===== src/rtl/pulse_frame_capture.sv =====
// Deserialises WIDTH-bit frames (MSB first) from a serial pulse stream and reports
// the captured word, ones count, rising-edge count and a pattern compare.
module pulse_frame_capture #(
    parameter int unsigned WIDTH = 16,
    parameter int unsigned CNT_W = 5
) (
    input  logic             clock,
    input  logic             reset,
    input  logic             start,
    input  logic [3:0]       delay,
    input  logic             continuous,
    input  logic             serial_in,
    input  logic [WIDTH-1:0] pattern_in,
    output logic [WIDTH-1:0] word_out,
    output logic [CNT_W-1:0] ones_count,
    output logic [CNT_W-1:0] pulse_count,
    output logic             match,
    output logic             done,
    output logic             busy
);

    typedef enum logic [1:0] {
        IDLE    = 2'd0,
        ALIGN   = 2'd1,
        CAPTURE = 2'd2
    } state_t;

    state_t           state_q;
    logic [3:0]       align_q;
    logic [CNT_W-1:0] bit_cnt_q;
    logic [WIDTH-1:0] shreg_q;
    logic [CNT_W-1:0] ones_acc_q;
    logic [CNT_W-1:0] edge_acc_q;
    logic             prev_q;
    logic [WIDTH-1:0] word_q;
    logic [CNT_W-1:0] ones_q;
    logic [CNT_W-1:0] pulse_q;
    logic             match_q;
    logic             done_q;
    logic             busy_q;

    logic [WIDTH-1:0] shreg_d;
    logic [CNT_W-1:0] ones_acc_d;
    logic [CNT_W-1:0] edge_acc_d;
    logic             last_c;

    // Values after absorbing the current sample; the last-bit edge publishes these directly.
    always_comb begin
        shreg_d    = {shreg_q[WIDTH-2:0], serial_in};
        ones_acc_d = ones_acc_q + CNT_W'(serial_in);
        edge_acc_d = edge_acc_q + CNT_W'(serial_in & ~prev_q);
        last_c     = (bit_cnt_q == CNT_W'(WIDTH - 1));
    end

    always_ff @(posedge clock or posedge reset) begin
        if (reset) begin
            state_q    <= IDLE;
            align_q    <= 4'd0;
            bit_cnt_q  <= '0;
            shreg_q    <= '0;
            ones_acc_q <= '0;
            edge_acc_q <= '0;
            prev_q     <= 1'b0;
            word_q     <= '0;
            ones_q     <= '0;
            pulse_q    <= '0;
            match_q    <= 1'b0;
            done_q     <= 1'b0;
            busy_q     <= 1'b0;
        end else begin
            done_q <= 1'b0;
            case (state_q)
                IDLE: begin
                    if (start) begin
                        busy_q     <= 1'b1;
                        shreg_q    <= '0;
                        ones_acc_q <= '0;
                        edge_acc_q <= '0;
                        bit_cnt_q  <= '0;
                        prev_q     <= 1'b0;
                        if (delay == 4'd0) begin
                            state_q <= CAPTURE;
                        end else begin
                            state_q <= ALIGN;
                            align_q <= delay - 4'd1;
                        end
                    end
                end
                // Skip generator latency; serial_in is ignored here.
                ALIGN: begin
                    if (align_q == 4'd0) begin
                        state_q <= CAPTURE;
                    end else begin
                        align_q <= align_q - 4'd1;
                    end
                end
                CAPTURE: begin
                    if (last_c) begin
                        word_q     <= shreg_d;
                        ones_q     <= ones_acc_d;
                        pulse_q    <= edge_acc_d;
                        match_q    <= (shreg_d == pattern_in);
                        done_q     <= 1'b1;
                        shreg_q    <= '0;
                        ones_acc_q <= '0;
                        edge_acc_q <= '0;
                        bit_cnt_q  <= '0;
                        prev_q     <= 1'b0;
                        if (!continuous) begin
                            state_q <= IDLE;
                            busy_q  <= 1'b0;
                        end
                    end else begin
                        shreg_q    <= shreg_d;
                        ones_acc_q <= ones_acc_d;
                        edge_acc_q <= edge_acc_d;
                        prev_q     <= serial_in;
                        bit_cnt_q  <= bit_cnt_q + CNT_W'(1);
                    end
                end
                default: begin
                    state_q <= IDLE;
                    busy_q  <= 1'b0;
                end
            endcase
        end
    end

    assign word_out    = word_q;
    assign ones_count  = ones_q;
    assign pulse_count = pulse_q;
    assign match       = match_q;
    assign done        = done_q;
    assign busy        = busy_q;

endmodule


===== config.mk =====
export PLATFORM = sky130hd
export DESIGN_NAME = pulse_frame_capture
export DESIGN_NICKNAME = d
export VERILOG_FILES = /design/src/rtl/pulse_frame_capture.sv
export SDC_FILE = /design/constraint.sdc
export NUM_CORES = 1
export LEC_CHECK = 0
export CORE_MARGIN = 2
export CORE_UTILIZATION = 45
export CTS_CLUSTER_SIZE = 8
export DETAILED_ROUTE_END_ITERATION = 8
export GPL_ROUTABILITY_DRIVEN = 0
export PLACE_DENSITY = 0.73
export SLEW_MARGIN = 30
export SYNTH_ARGS = -nofsm -noshare
export SYNTH_HDL_FRONTEND = slang
export SYNTH_SLANG_ARGS = --single-unit

===== constraint.sdc =====
create_clock -name clock -period 1.9 [get_ports clock]
set_clock_uncertainty 0.2 [all_clocks]
set_input_delay 0.19 -clock clock [delete_from_list [all_inputs] [get_ports clock]]
set_output_delay 0.19 -clock clock [all_outputs]
set_load 0.05 [all_outputs]

==> flow_metrics.env, run 1 <==
export IMPL_antenna_found_initial=0
export IMPL_path_buf_inv=1
export IMPL_cpMaxStageDelayCell="clkdlybuf4s50_1"
export IMPL_worst_r2r_endpoint="word_out[2]"
export IMPL_cts_max_path_buffers=2
export IMPL_setup_viol=0
export IMPL_synth_fa_ha_area_share_pct=2.502
export IMPL_cp_required_ns=1.51
export IMPL_synth_compound_area_share_pct=12.89
export IMPL_drc_errors=0
export IMPL_outcome="completed"
export IMPL_highest_layer="met4"
export IMPL_synth_top_family_by_area="compound AO/OA/AOI/OAI gates"
export IMPL_critical_path_arrival_ns=1.49
export IMPL_holdPathStages=1
export IMPL_worstRegToRegCells=5
export IMPL_antenna_left=0
export IMPL_fmax_mhz=532.9
export IMPL_insertion_delay_ns=0.34
export IMPL_slew_headroom_pct=65.65
export IMPL_crit_reg2reg_launch="bit_cnt_q[0]"
export IMPL_grt_max_degree=60
export IMPL_drv_cap=0
export IMPL_ys_seq_elements=65
export IMPL_synth_top_cells_by_count="dfrtp_1 (65), a22o_1 (23), mux2_2 (22), xnor2_1 (18), nor2_1 (12)"
export IMPL_cts_max_level=3
export IMPL_post_cts_repair_setup_buffers=0
export IMPL_period_needed_ns=1.876
export IMPL_synth_simple_area_share_pct=9.716
export IMPL_rrSetupSlack_ns=0.09
export IMPL_fp_coreArea_sq_mm=0.006386
export IMPL_p_per_area_mw_per_mm2=1070
export IMPL_hold_viol=0
export IMPL_path_clk_slew_ns=0.07
export IMPL_cts_tree="built"
export IMPL_whs_ns=0.2856
export IMPL_place_area_sq_mm=0.003702
export IMPL_grt_usage_pct=17.10
export IMPL_synth_top_area_share_pct=54.21
export IMPL_wl_met1_microns=2646
export IMPL_placedCellCount=371
export IMPL_cp_end_kind="primary output"
export IMPL_fin_tns_setup_ns=0
export IMPL_fin_area_sq_mm=0.003953
export IMPL_drt_first_pass_iters=4
export IMPL_synth_edf_count=0
export IMPL_wl_microns=5788
export IMPL_areaGrowthSynthToFinish_pct=31.73
export IMPL_die_area_sq_mm=0.007337
export IMPL_route_vias_total=2074
export IMPL_async_flop_share_pct=100.0
export IMPL_dp_slack_ns=-0.08399
export IMPL_n_antenna_cell=0
export IMPL_met3WireLength_microns=212
export IMPL_dp_hpwl_microns=4003
export IMPL_die_w_microns=85.66
export IMPL_grt_pass1_vias=2160
export IMPL_wire_per_inst_microns=14.92
export IMPL_synth_most_common_cell="dfrtp_1"
export IMPL_final_nets=337
export IMPL_drv_slew=0
export IMPL_clockRootBuffer="clkbuf_8"
export IMPL_syn_inst=234
export IMPL_gr_total_overflow=0
export IMPL_syn_num_nets=265
export IMPL_cp_slowest_stage_delay_ns=0.80
export IMPL_start_util_pct=46.98
export IMPL_placementRows=29
export IMPL_whs_endpoint="busy"
export IMPL_layout_setup_ws_ns=0.02364
export IMPL_path_cells="clkdlybuf4s50_1"
export IMPL_cts_buffers=9
export IMPL_irDropWorstVdd_mv=0.6850
export IMPL_io_pins=54
export IMPL_tightest_slew_ns=0.5145
export IMPL_hp_class="flop to flop"
export IMPL_synth_xor_area_share_pct=6.714
export IMPL_drt_iter0_markers=59
export IMPL_syn_area_sq_mm=0.003000
export IMPL_synth_mux_area_fraction_pct=10.43
export IMPL_wl_met2_microns=2723
export IMPL_p_leak_nw=1.967
export IMPL_ys_types=41
export IMPL_path_delay_family="buffers and inverters"
export IMPL_synth_area_leaders="dfrtp_1 (54%), mux2_2 (8.3%), a22o_1 (6.7%)"
export IMPL_critical_path_class="flop to primary output"
export IMPL_cp_start_kind="flop"
export IMPL_totalPowerFinal_mw=4.228
export IMPL_io_buffers=53
export IMPL_avgSynthCellArea_sq_um=12.82
export IMPL_critPathMaxFanout=2
export IMPL_synth_seq_area_share_pct=54.21
export IMPL_drt_vias_per_instance=5.345
export IMPL_period_share_pct=98.76
export IMPL_utilization_pct=61.89
export IMPL_die_h_microns=85.66
export IMPL_clock_sinks=65
export IMPL_ys_warnings_count=0
export IMPL_ys_flop_type="dfrtp_1"
export IMPL_grt_pass1_wl_microns=9777
export IMPL_worstHoldStart="busy"
export IMPL_yosysTopAreaCell="dfrtp_1"
export IMPL_final_cell_count_no_fill=388
export IMPL_drive_above_1_share_pct=27.01
==> registers in the layout (all words and copies together) (netlist names) <==
| name | count |
|---|---|
| ones_acc_q | 5 |
| busy | 1 |
| match | 1 |
| ones_count | 5 |
| pulse_count | 5 |
| state_q | 2 |
| shreg_q | 15 |
| done | 1 |
| bit_cnt_q | 5 |
| edge_acc_q | 5 |
| word_out | 16 |
| align_q | 4 |
==> how the worst max path moves through the flow <==
stage	startpoint	end	slack, ns	cells after the start
finish	word_out[9]	word_out[9]	0.02	1
CTS	word_out[11]	word_out[11]	0.003	1
detailed placement	serial_in	edge_acc_q[4]	-0.08	7
floorplan	state_q[1]	align_q[2]	0.13	9
global placement	serial_in	edge_acc_q[4]	-0.04	7
global route	word_out[9]	word_out[9]	-0.0002	1
==> layout by cell type (no fill, tap or decap), drive strengths merged, types with 5 or more instances in the layout <==
cell / count
a21oi: 11
a22o: 24
buf: 30
clkbuf: 9
clkdlybuf4s50: 26
dfrtp: 65
dlymetal6s2s: 13
ha: 6
mux2: 23
mux2i: 5
nand2: 5
nand3: 7
nor2: 13
o21ai: 5
xnor2: 18
xor2: 5
==> final cells by class <==
class	instances	area, sq um
Fill cell	507	2434
Sequential cell	65	1628
Clock buffer	9	123.9
Timing Repair Buffer	72	725.7
Multi-Input combinational cell	153	1285
Inverter	5	22.52
Tap cell	77	96.34
Clock inverter	7	71.32
==> layer usage <==
layer | up-vias | global-route usage, %
li1 | 999 | -
met1 | 1017 | 22.03
met2 | 44 | 26.63
met3 | 14 | 3.561
met4 | 0 | 10.25
met5 | - | 0
==> cells by family (layout without fill, tap and decap cells) <==
kind of cell             after synthesis  after routing
AND/OR/NAND/NOR                       45             45
multiplexers                          28             28
adder cells (fa/ha/maj)                6              6
XOR/XNOR                              23             23
buffers and inverters                 16             93
AO/OA/AOI/OAI                         51             51
flip-flops                            65             65
==> where the power goes <==
group	leakage, nW	internal, mW	switching [mW]
Clock	0.0912	0.602	0.546
Combinational	1.02	0.656	0.646
Sequential	0.856	1.56	0.213
Total	1.97	2.82	1.41
==> what timing repair did <==
item | CTS | global route
endpoints found under the setup margin | 2 | 16
gates resized for setup | 2 | 17
endpoints found under the hold margin | 6 | 0
hold buffers | 1 | 0
(Power assumes the default switching activity.)
==> inputs of run 2 (changes only) <==
Clock period 1.9 ns to 1.7 ns, I/O delays scaled along.
==> flow_metrics.env, run 2 (synthesis gave the netlist of run 1 again) <==
export IMPL_fp_coreArea_sq_mm=0.006386
export IMPL_outcome="finished, violations left"
export IMPL_cp_required_ns=1.71
export IMPL_cp_start_kind="flop"
export IMPL_period_needed_ns=1.735
export IMPL_p_sw_share_pct=32.60
export IMPL_pwr_share_seq_pct=39.8
export IMPL_cts_buffers=9
export IMPL_die_area_sq_mm=0.007337
export IMPL_path_clk_slew_ns=0.07
export IMPL_grt_pass1_vias=1964
export IMPL_clkPwrFrac_pct=23.4
export IMPL_drive_above_1_share_pct=37.61
export IMPL_wl_microns=6158
export IMPL_fin_tns_setup_ns=-0.3583
export IMPL_p_leak_nw=1.910
export IMPL_io_buffers=53
export IMPL_cp_end_kind="flop"
export IMPL_wire_per_inst_microns=15.24
export IMPL_period_share_pct=102.0
export IMPL_final_common_cell="dfrtp_1"
export IMPL_final_nets=353
export IMPL_antenna_found_initial=0
export IMPL_areaGrowthSynthToFinish_pct=36.78
export IMPL_grt_usage_pct=17.26
export IMPL_setup_viol=17
export IMPL_irDropWorstVdd_mv=0.8594
export IMPL_hold_viol=0
export IMPL_die_w_microns=85.66
export IMPL_mostFrequentLayoutCells="dfrtp_1 (63), buf_4 (54), clkdlybuf4s50_1 (24), a22o_1 (23), xnor2_1 (18)"
export IMPL_antenna_left=0
export IMPL_switching_power_mw=1.625
export IMPL_clockRootBuffer="clkbuf_8"
export IMPL_placementRows=29
export IMPL_whs_ns=0.08464
export IMPL_drv_slew=0
export IMPL_largest_register_ffs=16
export IMPL_layout_setup_ws_ns=-0.03471
export IMPL_start_util_pct=46.98
export IMPL_drt_first_pass_iters=4
export IMPL_critPathMaxFanout=16
export IMPL_gr_total_overflow=0
export IMPL_cts_max_level=3
export IMPL_dp_hpwl_microns=4169
export IMPL_cts_max_path_buffers=2
export IMPL_cts_tree="built"
export IMPL_drt_vias_per_instance=5.285
export IMPL_hp_class="input pin to async pin"
export IMPL_cts_hold_buf=0
export IMPL_drv_cap=0
export IMPL_slew_headroom_pct=76.79
export IMPL_grt_max_degree=66
export IMPL_rsz0062_at_grt="true"
export IMPL_critical_path_arrival_ns=1.74
export IMPL_tightest_slew_ns=0.3437
export IMPL_internal_power_mw=3.360
export IMPL_p_per_area_mw_per_mm2=1215
export IMPL_fmax_mhz=576.5
export IMPL_io_pins=54
export IMPL_comb_power_share_pct=36.8
export IMPL_insertion_delay_ns=0.33
export IMPL_num_fill_cells=526
export IMPL_die_h_microns=85.66
export IMPL_drt_iter0_markers=68
export IMPL_clock_sinks=65
export IMPL_grt_pass1_wl_microns=9701
export IMPL_violations="setup timing"
export IMPL_route_vias_total=2135
export IMPL_drc_errors=0
export IMPL_critical_path_class="flop to flop"
export IMPL_utilization_pct=64.26
export IMPL_n_antenna_cell=0
## run 2: routing by layer
metal | share of wire, % | track usage [%]
met1 | 46 | 23.74
met2 | 48 | 25.99
met3 | 3.4 | 3.850
met4 | 2.4 | 8.369
met5 | 0 | 0
## run 2: final timing paths
| kind | endpoint | from | slack (ns) | cells past startpoint |
|---|---|---|---|---|
| max reg2reg | word_out[15] | bit_cnt_q[0] | -0.03 | 5 |
| max in group asynchronous | state_q[1] | reset | 0.93 | 3 |
| max | word_out[15] | bit_cnt_q[0] | -0.03 | 5 |
| min | shreg_q[5] | reset | 0.08 | 3 |
| min in group clock | busy | busy | 0.30 | 1 |
| min reg2reg | busy | busy | 0.30 | 1 |
## run 2: repair_timing
action | CTS | global route
setup endpoints to repair | 25 | 34
setup buffers | 3 | 2
pin swaps | 2 | 4
gates resized for setup | 3 | 15
cloned | 0 | 1
## run 2: power groups by stage
stage / sequential [mW] / clock, mW / combinational (mW)
final: 1.98 / 1.17 / 1.83
after global routing: 2.01 / 1.27 / 2.00
after CTS: 1.99 / 1.19 / 1.68
after detailed placement: 2.01 / 0 / 1.65
after global placement: 2.00 / 0 / 1.61
after floorplan: 2.03 / 0 / 0.990
## run 2: critical path, stage by stage, from the launching register on
cell and delay [ns]:
dfrtp_1 0.37, ha_2 0.21, nand4b_4 0.13, nor2_4 0.17, buf_12 0.18, mux2_2 0.35
## run 2: cell type report
cell class	instances	area, sq um	area share [%]
flip-flops and latches	65	1629	39.70
multi-input cells	153	1353	32.96
repair buffers	88	828.3	20.18
clock buffers	14	162.7	3.963
well taps	77	96.34	2.348
inverters	5	22.52	0.5488
clock inverters	2	12.51	0.3049
## run 2: per-stage QoR
| stage | setup slack [ns] | power [mW] | instances | area, sq um |
|---|---|---|---|---|
| finish | -0.03471 | 4.985 | 404 | 4104 |
| floorplan | -0.03475 | 3.019 | 234 | 3030 |
| CTS | -0.03865 | 4.865 | 401 | 3998 |
| global route | -0.08957 | 5.286 | 404 | 4104 |
| detailed placement | -0.2643 | 3.660 | 382 | 3794 |
| global placement | -0.2261 | 3.613 | 382 | 3794 |
==> inputs of run 3 (changes only) <==
Settings changed: CORE_MARGIN 2 to 4.
==> flow_metrics.env, run 3 (synthesis gave the netlist of run 1 again) <==
export IMPL_cts_hold_buf=0
export IMPL_critPathMaxFanout=15
export IMPL_drv_slew=0
export IMPL_grt_max_degree=66
export IMPL_cts_max_level=3
export IMPL_grt_usage_pct=16.81
export IMPL_clock_sinks=65
export IMPL_final_nets=357
export IMPL_outcome="finished, violations left"
export IMPL_layout_setup_ws_ns=-0.01058
export IMPL_final_common_cell="dfrtp_1"
export IMPL_wl_microns=6165
export IMPL_p_per_area_mw_per_mm2=1204
export IMPL_fmax_mhz=584.6
export IMPL_cp_start_kind="flop"
export IMPL_path_clk_slew_ns=0.07
export IMPL_p_leak_nw=1.934
export IMPL_critical_path_class="flop to flop"
export IMPL_dp_hpwl_microns=4351
export IMPL_cts_buffers=9
export IMPL_drv_cap=0
export IMPL_io_pins=54
export IMPL_io_buffers=53
export IMPL_hp_class="input pin to async pin"
export IMPL_areaGrowthSynthToFinish_pct=36.95
export IMPL_antenna_left=0
export IMPL_cp_end_kind="flop"
export IMPL_fp_coreArea_sq_mm=0.006422
export IMPL_cts_max_path_buffers=2
export IMPL_die_w_microns=89.66
export IMPL_slew_headroom_pct=78.32
export IMPL_fin_area_sq_mm=0.004109
export IMPL_placementRows=29
export IMPL_tightest_slew_ns=0.3211
export IMPL_critical_path_arrival_ns=1.72
export IMPL_setup_viol=3
export IMPL_cts_tree="built"
export IMPL_placedCellCount=383
export IMPL_antenna_found_initial=0
export IMPL_grt_pass1_vias=2134
export IMPL_period_needed_ns=1.711
export IMPL_period_share_pct=100.6
export IMPL_start_util_pct=46.72
export IMPL_drt_first_pass_iters=4
export IMPL_hold_viol=0
export IMPL_drc_errors=0
export IMPL_place_area_sq_mm=0.003789
export IMPL_drt_iter0_markers=71
export IMPL_cp_required_ns=1.71
export IMPL_mostFrequentLayoutCells="dfrtp_1 (63), buf_4 (61), clkdlybuf4s50_1 (24), a22o_1 (23), xnor2_1 (18)"
export IMPL_largest_register_ffs=16
export IMPL_fin_tns_setup_ns=-0.01863
export IMPL_violations="setup timing"
export IMPL_dp_slack_ns=-0.2299
export IMPL_wire_per_inst_microns=15.11
export IMPL_drt_vias_per_instance=5.250
export IMPL_route_vias_total=2142
export IMPL_rsz0062_at_grt="true"
export IMPL_n_antenna_cell=0
export IMPL_final_cell_count_no_fill=408
export IMPL_die_h_microns=89.66
export IMPL_clockRootBuffer="clkbuf_8"
export IMPL_rrSetupSlack_ns=-0.01
export IMPL_insertion_delay_ns=0.33
export IMPL_grt_pass1_wl_microns=10150
export IMPL_drive_above_1_share_pct=38.37
export IMPL_utilization_pct=63.98
export IMPL_gr_total_overflow=0
export IMPL_irDropWorstVdd_mv=0.8206
export IMPL_die_area_sq_mm=0.008038
## run 3: routing by layer
metal | up-vias | track usage, % | wire [microns]
met5 | - | 0 | 0
met4 | 0 | 8.390 | 180
met3 | 13 | 3.650 | 232
met2 | 47 | 27.33 | 3062
met1 | 1050 | 21.15 | 2689
li1 | 1032 | - | -
## run 3: report_power, final
| group | switching [mW] | total, mW | internal (mW) |
|---|---|---|---|
| clock | 0.579 | 1.18 | 0.600 |
| sequential | 0.229 | 1.98 | 1.75 |
| combinational | 0.823 | 1.79 | 0.966 |
## run 3: metrics by stage
| stage | hold WS, ns | total power, mW |
|---|---|---|
| floorplan | 0.1077 | 3.019 |
| global placement | 0.2675 | 3.592 |
| detailed placement | 0.2711 | 3.643 |
| CTS | 0.08100 | 4.854 |
| global route | 0.1136 | 5.236 |
| finish | 0.07151 | 4.949 |
## run 3: worst max-delay path: stages (launching register included)
cell	delay, ns
dfrtp_1	0.37
ha_2	0.22
nand4b_4	0.13
nor2_4	0.16
buf_12	0.17
mux2_2	0.34
## run 3: cell type report
type                       instances  area [sq um]
tap                               77         96.34
timing repair buffer              92         834.6
clock buffer                      11         151.4
inverter                           5         22.52
clock inverter                     5         30.03
multi-input combinational        153          1345
sequential                        65          1629
fill                             510          2313
## run 3: final timing paths
kind | cells past startpoint | end | start
max | 5 | word_out[2] | bit_cnt_q[0]
min | 3 | shreg_q[4] | reset
max reg2reg | 5 | word_out[2] | bit_cnt_q[0]
min reg2reg | 1 | busy | busy
max in group asynchronous | 3 | state_q[0] | reset
min in group clock | 1 | busy | busy
## run 3: what timing repair did
| action | CTS | global route |
|---|---|---|
| gates cloned | 0 | 1 |
| pin swaps | 1 | 4 |
| endpoints found under the hold margin | 0 | 0 |
| resized for setup | 3 | 10 |
| endpoints found under the setup margin | 14 | 27 |
| buffers inserted | 0 | 8 |
